===== config.mk =====
export PLATFORM = sky130hd
export DESIGN_NAME = retire_stage
export DESIGN_NICKNAME = d
export VERILOG_FILES = /design/src/rtl/retire_stage.sv
export SDC_FILE = /design/constraint.sdc
export NUM_CORES = 1
export LEC_CHECK = 0
export ABC_CLOCK_PERIOD_IN_PS = 13100
export CORE_ASPECT_RATIO = 0.8
export CORE_MARGIN = 2
export CORE_UTILIZATION = 40
export DETAILED_ROUTE_END_ITERATION = 10
export PLACE_DENSITY = 0.69
export SLEW_MARGIN = 10
export SYNTH_ARGS = -nofsm -noshare
export SYNTH_HDL_FRONTEND = slang
export SYNTH_SLANG_ARGS = --single-unit

===== constraint.sdc =====
create_clock -name clock -period 13.1 [get_ports clock]
set_input_delay 3.93 -clock clock [delete_from_list [all_inputs] [get_ports clock]]
set_output_delay 3.93 -clock clock [all_outputs]
set_load 0.01 [all_outputs]

===== src/rtl/retire_stage.sv =====
// Retire stage: tracks per-ROB-slot completion, selects the in-order
// retiring prefix at the ROB head, drives free-list and architectural map
// updates, and latches a halted state when a halt instruction retires.
//
// state   | meaning
// --------+-----------------------------------------------------------
// S_RUN   | normal retirement
// S_HALTED| a halt retired; retirement frozen until reset
module retire_stage #(
    parameter int N         = 3,
    parameter int ROB_SZ    = 32,
    parameter int PHYS_REGS = 64,
    parameter int ARCH_REGS = 32,
    localparam int CB = $clog2(N + 1),
    localparam int RB = $clog2(ROB_SZ),
    localparam int PB = $clog2(PHYS_REGS),
    localparam int AB = $clog2(ARCH_REGS)
) (
    input  logic            clock,
    input  logic            reset,
    input  logic [RB-1:0]   i_rob_head,
    input  logic [CB-1:0]   i_rob_outputs_valid,
    input  logic [N*PB-1:0] i_rob_t_new,
    input  logic [N*PB-1:0] i_rob_t_old,
    input  logic [N*AB-1:0] i_rob_dest,
    input  logic [N-1:0]    i_rob_has_dest,
    input  logic [N-1:0]    i_rob_halt,
    input  logic [RB-1:0]   i_disp_tail,
    input  logic [CB-1:0]   i_disp_count,
    input  logic [N-1:0]    i_cdb_valid,
    input  logic [N*RB-1:0] i_cdb_rob_idx,
    output logic [CB-1:0]   o_num_retiring,
    output logic [N-1:0]    o_free_valid,
    output logic [N*PB-1:0] o_free_preg,
    output logic [N-1:0]    o_amap_we,
    output logic [N*AB-1:0] o_amap_idx,
    output logic [N*PB-1:0] o_amap_preg,
    output logic            o_halted,
    output logic [63:0]     o_retired_count
);

    localparam logic [0:0] S_RUN    = 1'b0;
    localparam logic [0:0] S_HALTED = 1'b1;

    logic [0:0]        r_state;
    logic [ROB_SZ-1:0] r_complete;
    logic [63:0]       r_retired_count;

    logic [ROB_SZ-1:0] w_complete_next;
    logic [RB-1:0]     w_slot_idx [N];
    logic [CB-1:0]     w_num_retiring;
    logic              w_go;
    logic              w_halt_retiring;
    logic              w_wr;

    assign o_halted        = (r_state == S_HALTED);
    assign o_retired_count = r_retired_count;
    assign o_num_retiring  = w_num_retiring;

    // Longest complete prefix at the head, cut just after the first halt.
    always_comb begin
        w_num_retiring  = '0;
        w_go            = (r_state == S_RUN);
        w_halt_retiring = 1'b0;
        for (int i = 0; i < N; i++) begin
            w_slot_idx[i] = i_rob_head + RB'(i);
            if (w_go && (CB'(i) < i_rob_outputs_valid) && r_complete[w_slot_idx[i]]) begin
                w_num_retiring = w_num_retiring + CB'(1);
                if (i_rob_halt[i]) begin
                    w_go            = 1'b0;
                    w_halt_retiring = 1'b1;
                end
            end else begin
                w_go = 1'b0;
            end
        end
    end

    // Per-slot free-list and architectural map updates; idle slots drive zero.
    always_comb begin
        o_free_valid = '0;
        o_free_preg  = '0;
        o_amap_we    = '0;
        o_amap_idx   = '0;
        o_amap_preg  = '0;
        w_wr         = 1'b0;
        for (int i = 0; i < N; i++) begin
            w_wr = (CB'(i) < w_num_retiring) && i_rob_has_dest[i];
            if (w_wr) begin
                o_free_valid[i]         = 1'b1;
                o_free_preg[i*PB +: PB] = i_rob_t_old[i*PB +: PB];
                o_amap_we[i]            = 1'b1;
                o_amap_idx[i*AB +: AB]  = i_rob_dest[i*AB +: AB];
                o_amap_preg[i*PB +: PB] = i_rob_t_new[i*PB +: PB];
            end
        end
    end

    // Complete-vector update; later loops override earlier ones so dispatch
    // clear beats retire clear, which beats a CDB set on the same slot.
    always_comb begin
        w_complete_next = r_complete;
        for (int i = 0; i < N; i++) begin
            if (i_cdb_valid[i]) begin
                w_complete_next[i_cdb_rob_idx[i*RB +: RB]] = 1'b1;
            end
        end
        for (int i = 0; i < N; i++) begin
            if (CB'(i) < w_num_retiring) begin
                w_complete_next[w_slot_idx[i]] = 1'b0;
            end
        end
        for (int i = 0; i < N; i++) begin
            if (CB'(i) < i_disp_count) begin
                w_complete_next[i_disp_tail + RB'(i)] = 1'b0;
            end
        end
    end

    // Complete vector register.
    always_ff @(posedge clock) begin
        if (reset) begin
            r_complete <= '0;
        end else begin
            r_complete <= w_complete_next;
        end
    end

    // RUN/HALTED state machine; HALTED only leaves on reset.
    always_ff @(posedge clock) begin
        if (reset) begin
            r_state <= S_RUN;
        end else if (r_state == S_RUN && w_halt_retiring) begin
            r_state <= S_HALTED;
        end
    end

    // Running count of retired instructions, wraps at 2^64.
    always_ff @(posedge clock) begin
        if (reset) begin
            r_retired_count <= '0;
        end else begin
            r_retired_count <= r_retired_count + 64'(w_num_retiring);
        end
    end

endmodule


# ---- Yosys cells after proc, flatten, opt, wreduce, memory -nomap -nowiden
# Index checks and enable logic that the tools add are counted.
dict set report totals {
  register_bits 97
  in_bits 91
  output_inout_bits 124
}
dict set report op_classes {
  n_addsub 7
  magnitude_cmp 27
  mux 58
  bitwise 16
  reduce_logical 19
}
# op count
set ops {}
lappend ops {{2-to-1 mux 32 bit} 9}
lappend ops {{AND 32 bit} 6}
lappend ops {{NOT 32 bit} 6}
lappend ops {{bitwise OR 32 bit} 3}
lappend ops {{adder 64 x 2 -> 64 bit} 1}
lappend ops {{less-than comparator 5 x 6 -> 1 bit (second input constant)} 9}
lappend ops {{demux 1 bit (select 5 bit)} 9}
lappend ops {{greater-or-equal comparator 5 x 1 -> 1 bit (second input constant)} 9}
lappend ops {{2-to-1 mux 6 bit} 6}
lappend ops {{2-to-1 mux 1 bit} 26}
lappend ops {{logical AND 1 bit} 19}
lappend ops {{binary-select mux 1 bit (select 5 bit)} 3}
lappend ops {{2-to-1 mux 5 bit} 3}
lappend ops {{less-than comparator 1 x 2 -> 1 bit (first input constant)} 6}
lappend ops {{adder 5 x 1 -> 5 bit (second input constant)} 2}
lappend ops {{adder 5 x 2 -> 5 bit (second input constant)} 2}
lappend ops {{less-than comparator 2 bit (first input constant)} 3}
lappend ops {{2-to-1 mux 2 bit} 2}
lappend ops {{adder 1 x 1 -> 2 bit (second input constant)} 1}
lappend ops {{adder 2 x 1 -> 2 bit (second input constant)} 1}
lappend ops {{NOT 1 bit} 1}

# ---- Logic depth before layout (Yosys ltp)
# Gate-level depths: netlist of run 1.
dict set report logic_depth {
  depth_word 22
  mapped_depth 25
  ltp_nobuf 19
}

# ---- Least setup slack after synthesis of run 1
# Ideal clock, no wire load.
dict set report synth_timing {
  path_kind {in2out}
  from {input i_rob_head[1]}
  to {output o_amap_idx[12]}
  t_arrival_ps 7163
  t_required_ps 9170
  setup_slack_ps 2007
  cell_stages 15
  n_path_buf 4
  path_cell_list {buf_2 buf_4 inv_1 ha_1 buf_2 mux4_2 a211oi_1 a2111oi_4 nand3_1 inv_1 ha_1 and2_1 mux2i_2 buf_6 and3b_1}
}
dict set report synth_between {
  elab_chain_len 13
  elab_cells_between_ends 24
}
# item line_no
set synth_lines {}
lappend synth_lines {{start, declared} 21} ;# input logic [RB-1:0] i_rob_head,
lappend synth_lines {{parallel branches: the longest is 9 deep, another holds adder 5 x 1 -> 5 bit} n/a}
lappend synth_lines {{2-to-1 mux 2 bit *} 67} ;# if (w_go && (CB'(i) < i_rob_outputs_valid) && r_complete[w_slot_idx[i]]) begin
lappend synth_lines {{less-than comparator 2 bit *} 88} ;# w_wr = (CB'(i) < w_num_retiring) && i_rob_has_dest[i];
lappend synth_lines {{logical AND 1 bit *} 88}
lappend synth_lines {{2-to-1 mux 5 bit *} 89} ;# if (w_wr) begin
lappend synth_lines {{end, declared} 36} ;# output logic [N*AB-1:0] o_amap_idx,
# Every way passes the cells marked *. The select of a mux whose other input is x is not followed.

# ---- Worst setup path after layout of run 1
dict set report layout_timing {
  from {input i_rob_head[1]}
  to {output o_amap_preg[12]}
}
dict set report layout_between {
  elab_chain_len 13
  elab_cells_between_ends 24
}
# item line_no
set layout_lines {}
lappend layout_lines {{parallel branches: the longest is 9 deep, another holds adder 5 x 1 -> 5 bit} n/a}
lappend layout_lines {{2-to-1 mux 2 bit *} 67}
lappend layout_lines {{less-than comparator 2 bit *} 88}
lappend layout_lines {{logical AND 1 bit *} 88}
lappend layout_lines {{2-to-1 mux 6 bit *} 89}
lappend layout_lines {{end, declared} 37} ;# output logic [N*PB-1:0] o_amap_preg,
# Marks and branches as above.

==> results.txt, run 1 <==
Synth warn - 0
Clock skew - 0.0104 ns
RR Endpoint - o_retired_count[56]
Via density - 6.19
Required @ worst endpoint - 9.17 ns
RR Startpoint - r_complete[27]
CTS Buf Count - 9
Clk sinks - 97
Worst min path class - reg -> reg
Min-delay src - o_retired_count[27]
Synthesized Nets - 1134
Synthesized flop and latch total - 97
Unrepaired setup endpoints after global routing - false
Post-CTS Setup Repair Bufs - 0
Worst Path Max Fanout - 18
Commonest non-fill, non-tap cells in the layout - clkdlybuf4s50_1 (213), nor2_1 (160), dfxtp_1 (97)
Port buffer count - 214
Post-synthesis cell area - 8170 um2
Share of cells above drive strength 1 - 6.66%
Die ar. - 21600 um2
GRT Util Overall - 29.0%
Crit-path leading delay family - buffers and inverters
Filler Cell Count - 1933
First-pass GRT wire length - 49000 um
DR vias - 9076
WHS - 0.550 ns
VDD IR max - 47.6 uV
Ant diodes - 0
Synth async-reset ratio - 0%
Max Cap Viol - 0
Max-slew violations - 0
GRT Residual Overflow - 0
Commonest non-fill, non-tap cell in the layout - clkdlybuf4s50_1
Outcome - finished, final reports clean
Hold Vio Cnt, Final - 0
Area of the multi-input gates - 5760 um2
Critical path class - in -> out
Post-Synth Simple-Gate Area - 34.1%
DRC Markers - 0
H-tree lvl count - 3
CTS tree - done
Startpoint types - primary input
Fin Setup TNS - 0 ns
Gates resized, CTS repair - 0
Worst reg2reg path depth - 19
Crit end category - primary output
Root buf cell - clkbuf_16
Storage cell area - 1940 um2
CP arrival - 8.76 ns
Slew Limit Headroom - 31.8%
Routability Congestion - 1.03
Post-synth EDFFs - 0
Nets - 1300
Buf+Inv Stages, Crit Path - 3
XOR/XNOR share of the synthesized area - 7.49%
Worst slew pin tran - 1.02 ns
Die height - 132 um
Multiplexer share of the synthesized area - 8.79%
WL final - 32200 um
Layout area overhead - 30.1%
Worst path slowest cell - xnor2_2
DP HPWL - 24700 um
Avg Cell Area, Syn - 7.92 um2
Worst-Skew Late Latency - 0.35 ns
Largest family of logic cells by synthesized area - simple AND/OR/NAND/NOR gates
Drt wl/cell - 22.0 um
Most used DFF post-synth - dfxtp_1
Cells after Synth - 1032
# hold bufs at CTS - 0
CTS clock-pin slew for the worst setup and hold paths - 0.07 ns
I/O pin cnt - 215
Netlist cell types - 77
Final setup fails - 0
1st-iter DRT viols - 1387
Antenna-violating nets left - 0
Die width - 164 um
Max stage delay on crit path - 0.79 ns
Antenna violations before repair - 0
Worst Hold Path EP - o_retired_count[27]
Placeable core region - 19900 um2
Clk buf depth - 2
Synth Area in Adders - 1.78%
Leak - 0.00370 uW
Largest net degree at the start of global routing - 98
Post-synthesis compound-gate area fraction - 18.4%
Final worst path period share - 96.9%
Hold Path Depth - 2
Row cnt - 46
P per Cell Area - 67.9 nW/um2
Min Tclk post-route - 12.69 ns
Crit-path cells - clkdlybuf4s50_1 > ha_1 > xnor2_2 > mux2_2 > nand4_1 > a21oi_1 > nand3_1 > inv_1 > ha_1 > and2_1 > mux2i_2 > and3b_1 > clkdlybuf4s50_1
Vias in the first global route - 8275
R2R Setup Slk - 8.03 ns
Drt pass-1 iters - 6
Sequential-to-total area share from yosys stat - 23.8%
Highest clock rate - 0.0788 GHz
Initial cell density of the core - 41.0%
==> worst register-to-register path, stage by stage (launching register included) <==
cell	delay (ns)
dfxtp_1	0.42
mux4_1	0.51
a22o_1	0.25
a221oi_2	0.25
a311o_2	0.28
inv_1	0.09
nand3_1	0.12
inv_1	0.06
ha_1	0.32
xnor2_1	0.33
ha_1	0.28
fa_1	0.23
nand3_1	0.15
nor3_1	0.20
buf_4	0.19
nand3_1	0.10
nor2_1	0.67
nand4_1	0.21
xnor2_1	0.22
nor2_1	0.05
==> cell usage after synthesis, types with 5 or more instances <==
cell type / number / area [um2]
mux4_1: 6 / 158
o32ai_1: 6 / 52.6
o41ai_1: 6 / 52.6
xnor2_1: 26 / 228
nor2b_1: 17 / 106
dfxtp_1: 97 / 1940
nor2_1: 160 / 601
mux4_2: 13 / 293
and3b_1: 19 / 166
clkbuf_1: 43 / 161
buf_4: 10 / 75.1
or3_1: 17 / 106
nor3b_1: 10 / 75.1
and4_1: 9 / 78.8
xor2_1: 42 / 368
nand2_1: 58 / 218
ha_1: 10 / 125
buf_6: 6 / 67.6
o31ai_1: 10 / 75.1
nand2b_1: 8 / 50.1
a221oi_1: 31 / 272
nand4_1: 20 / 125
o22ai_1: 45 / 282
o211ai_1: 5 / 37.5
nor4_1: 7 / 43.8
nand3b_1: 24 / 180
o311ai_0: 5 / 43.8
and2_1: 33 / 206
inv_1: 17 / 63.8
buf_1: 5 / 18.8
nand3_1: 48 / 240
nor3_1: 46 / 230
a2111oi_0: 14 / 123
buf_2: 8 / 40.0
or3b_2: 12 / 105
o21ai_0: 15 / 75.1
and3_1: 25 / 156
mux2i_1: 18 / 180
a211oi_1: 6 / 45.0
a21oi_1: 18 / 90.1
==> metal layers <==
metal	vias to the layer above	track usage [%]	wire length, um
met5	-	0	0
met4	0	7.85	828
met3	67	9.75	3950
met2	571	39.7	13300
met1	4256	42.9	14200
li1	4182	-	-
==> power by group <==
group	internal (uW)	switching (uW)	total, uW
Clock	135	118	253
Combinational	68.7	95.2	164
Sequential	299	6.52	305
Total	502	220	722
==> registers in the layout, indices dropped and copies added (netlist names) <==
| signal | cells |
|---|---|
| o_halted | 1 |
| o_retired_count | 64 |
| r_complete | 32 |
==> worst max path at each step <==
| stage | cells past startpoint | from | endpoint | slack, ns |
|---|---|---|---|---|
| 2_1_floorplan | 15 | i_rob_head[1] | o_amap_idx[12] | 2.01 |
| 3_3_place_gp | 15 | i_rob_head[1] | o_amap_preg[13] | 0.67 |
| 3_5_place_dp | 15 | i_rob_head[1] | o_amap_preg[12] | 0.51 |
| 4_1_cts | 15 | i_rob_head[1] | o_amap_preg[12] | 0.50 |
| 5_1_grt | 13 | i_rob_head[1] | o_amap_preg[12] | 0.09 |
| 6_report | 13 | i_rob_head[1] | o_amap_preg[12] | 0.41 |
==> cells by family (layout without fill, tap and decap cells) <==
group                      count (synthesis)  in the layout
AOI/OAI and AO/OA                        195            195
muxes                                     44             44
adders and majority gates                 11             11
DFF                                       97             97
and+or+nand+nor                          523            523
xor gates and xnor gates                  69             69
buffers and inverters                     93            263
==> cell type report <==
class / instances / share of cell area [%]
Timing Repair Buffer: 229 / 21.2
Sequential cell: 97 / 18.3
Tap cell: 264 / 3.11
Inverter: 19 / 0.671
Multi-Input combinational cell: 842 / 54.2
Clock buffer: 10 / 2.25
Clock inverter: 5 / 0.377
==> stage by stage <==
stage	total power, uW	worst slack (ns)	area (um2)	util (%)	std cells
detailed placement	468	0.511	10400	52.0	1451
finish	722	0.411	10600	53.4	1466
CTS	719	0.499	10600	53.4	1466
global route	748	0.0890	10600	53.4	1466
global placement	468	0.674	10400	52.0	1451
floorplan	403	2.01	8170	-	1032
No activity file was read; power rests on OpenSTA's default activity.
==> run 2, diff against run 1 <==
Settings changed: CTS_CLUSTER_DIAMETER set to 150.
==> results of run 2 <==
The final DEF is identical to that of run 1; final timing and power are the same.
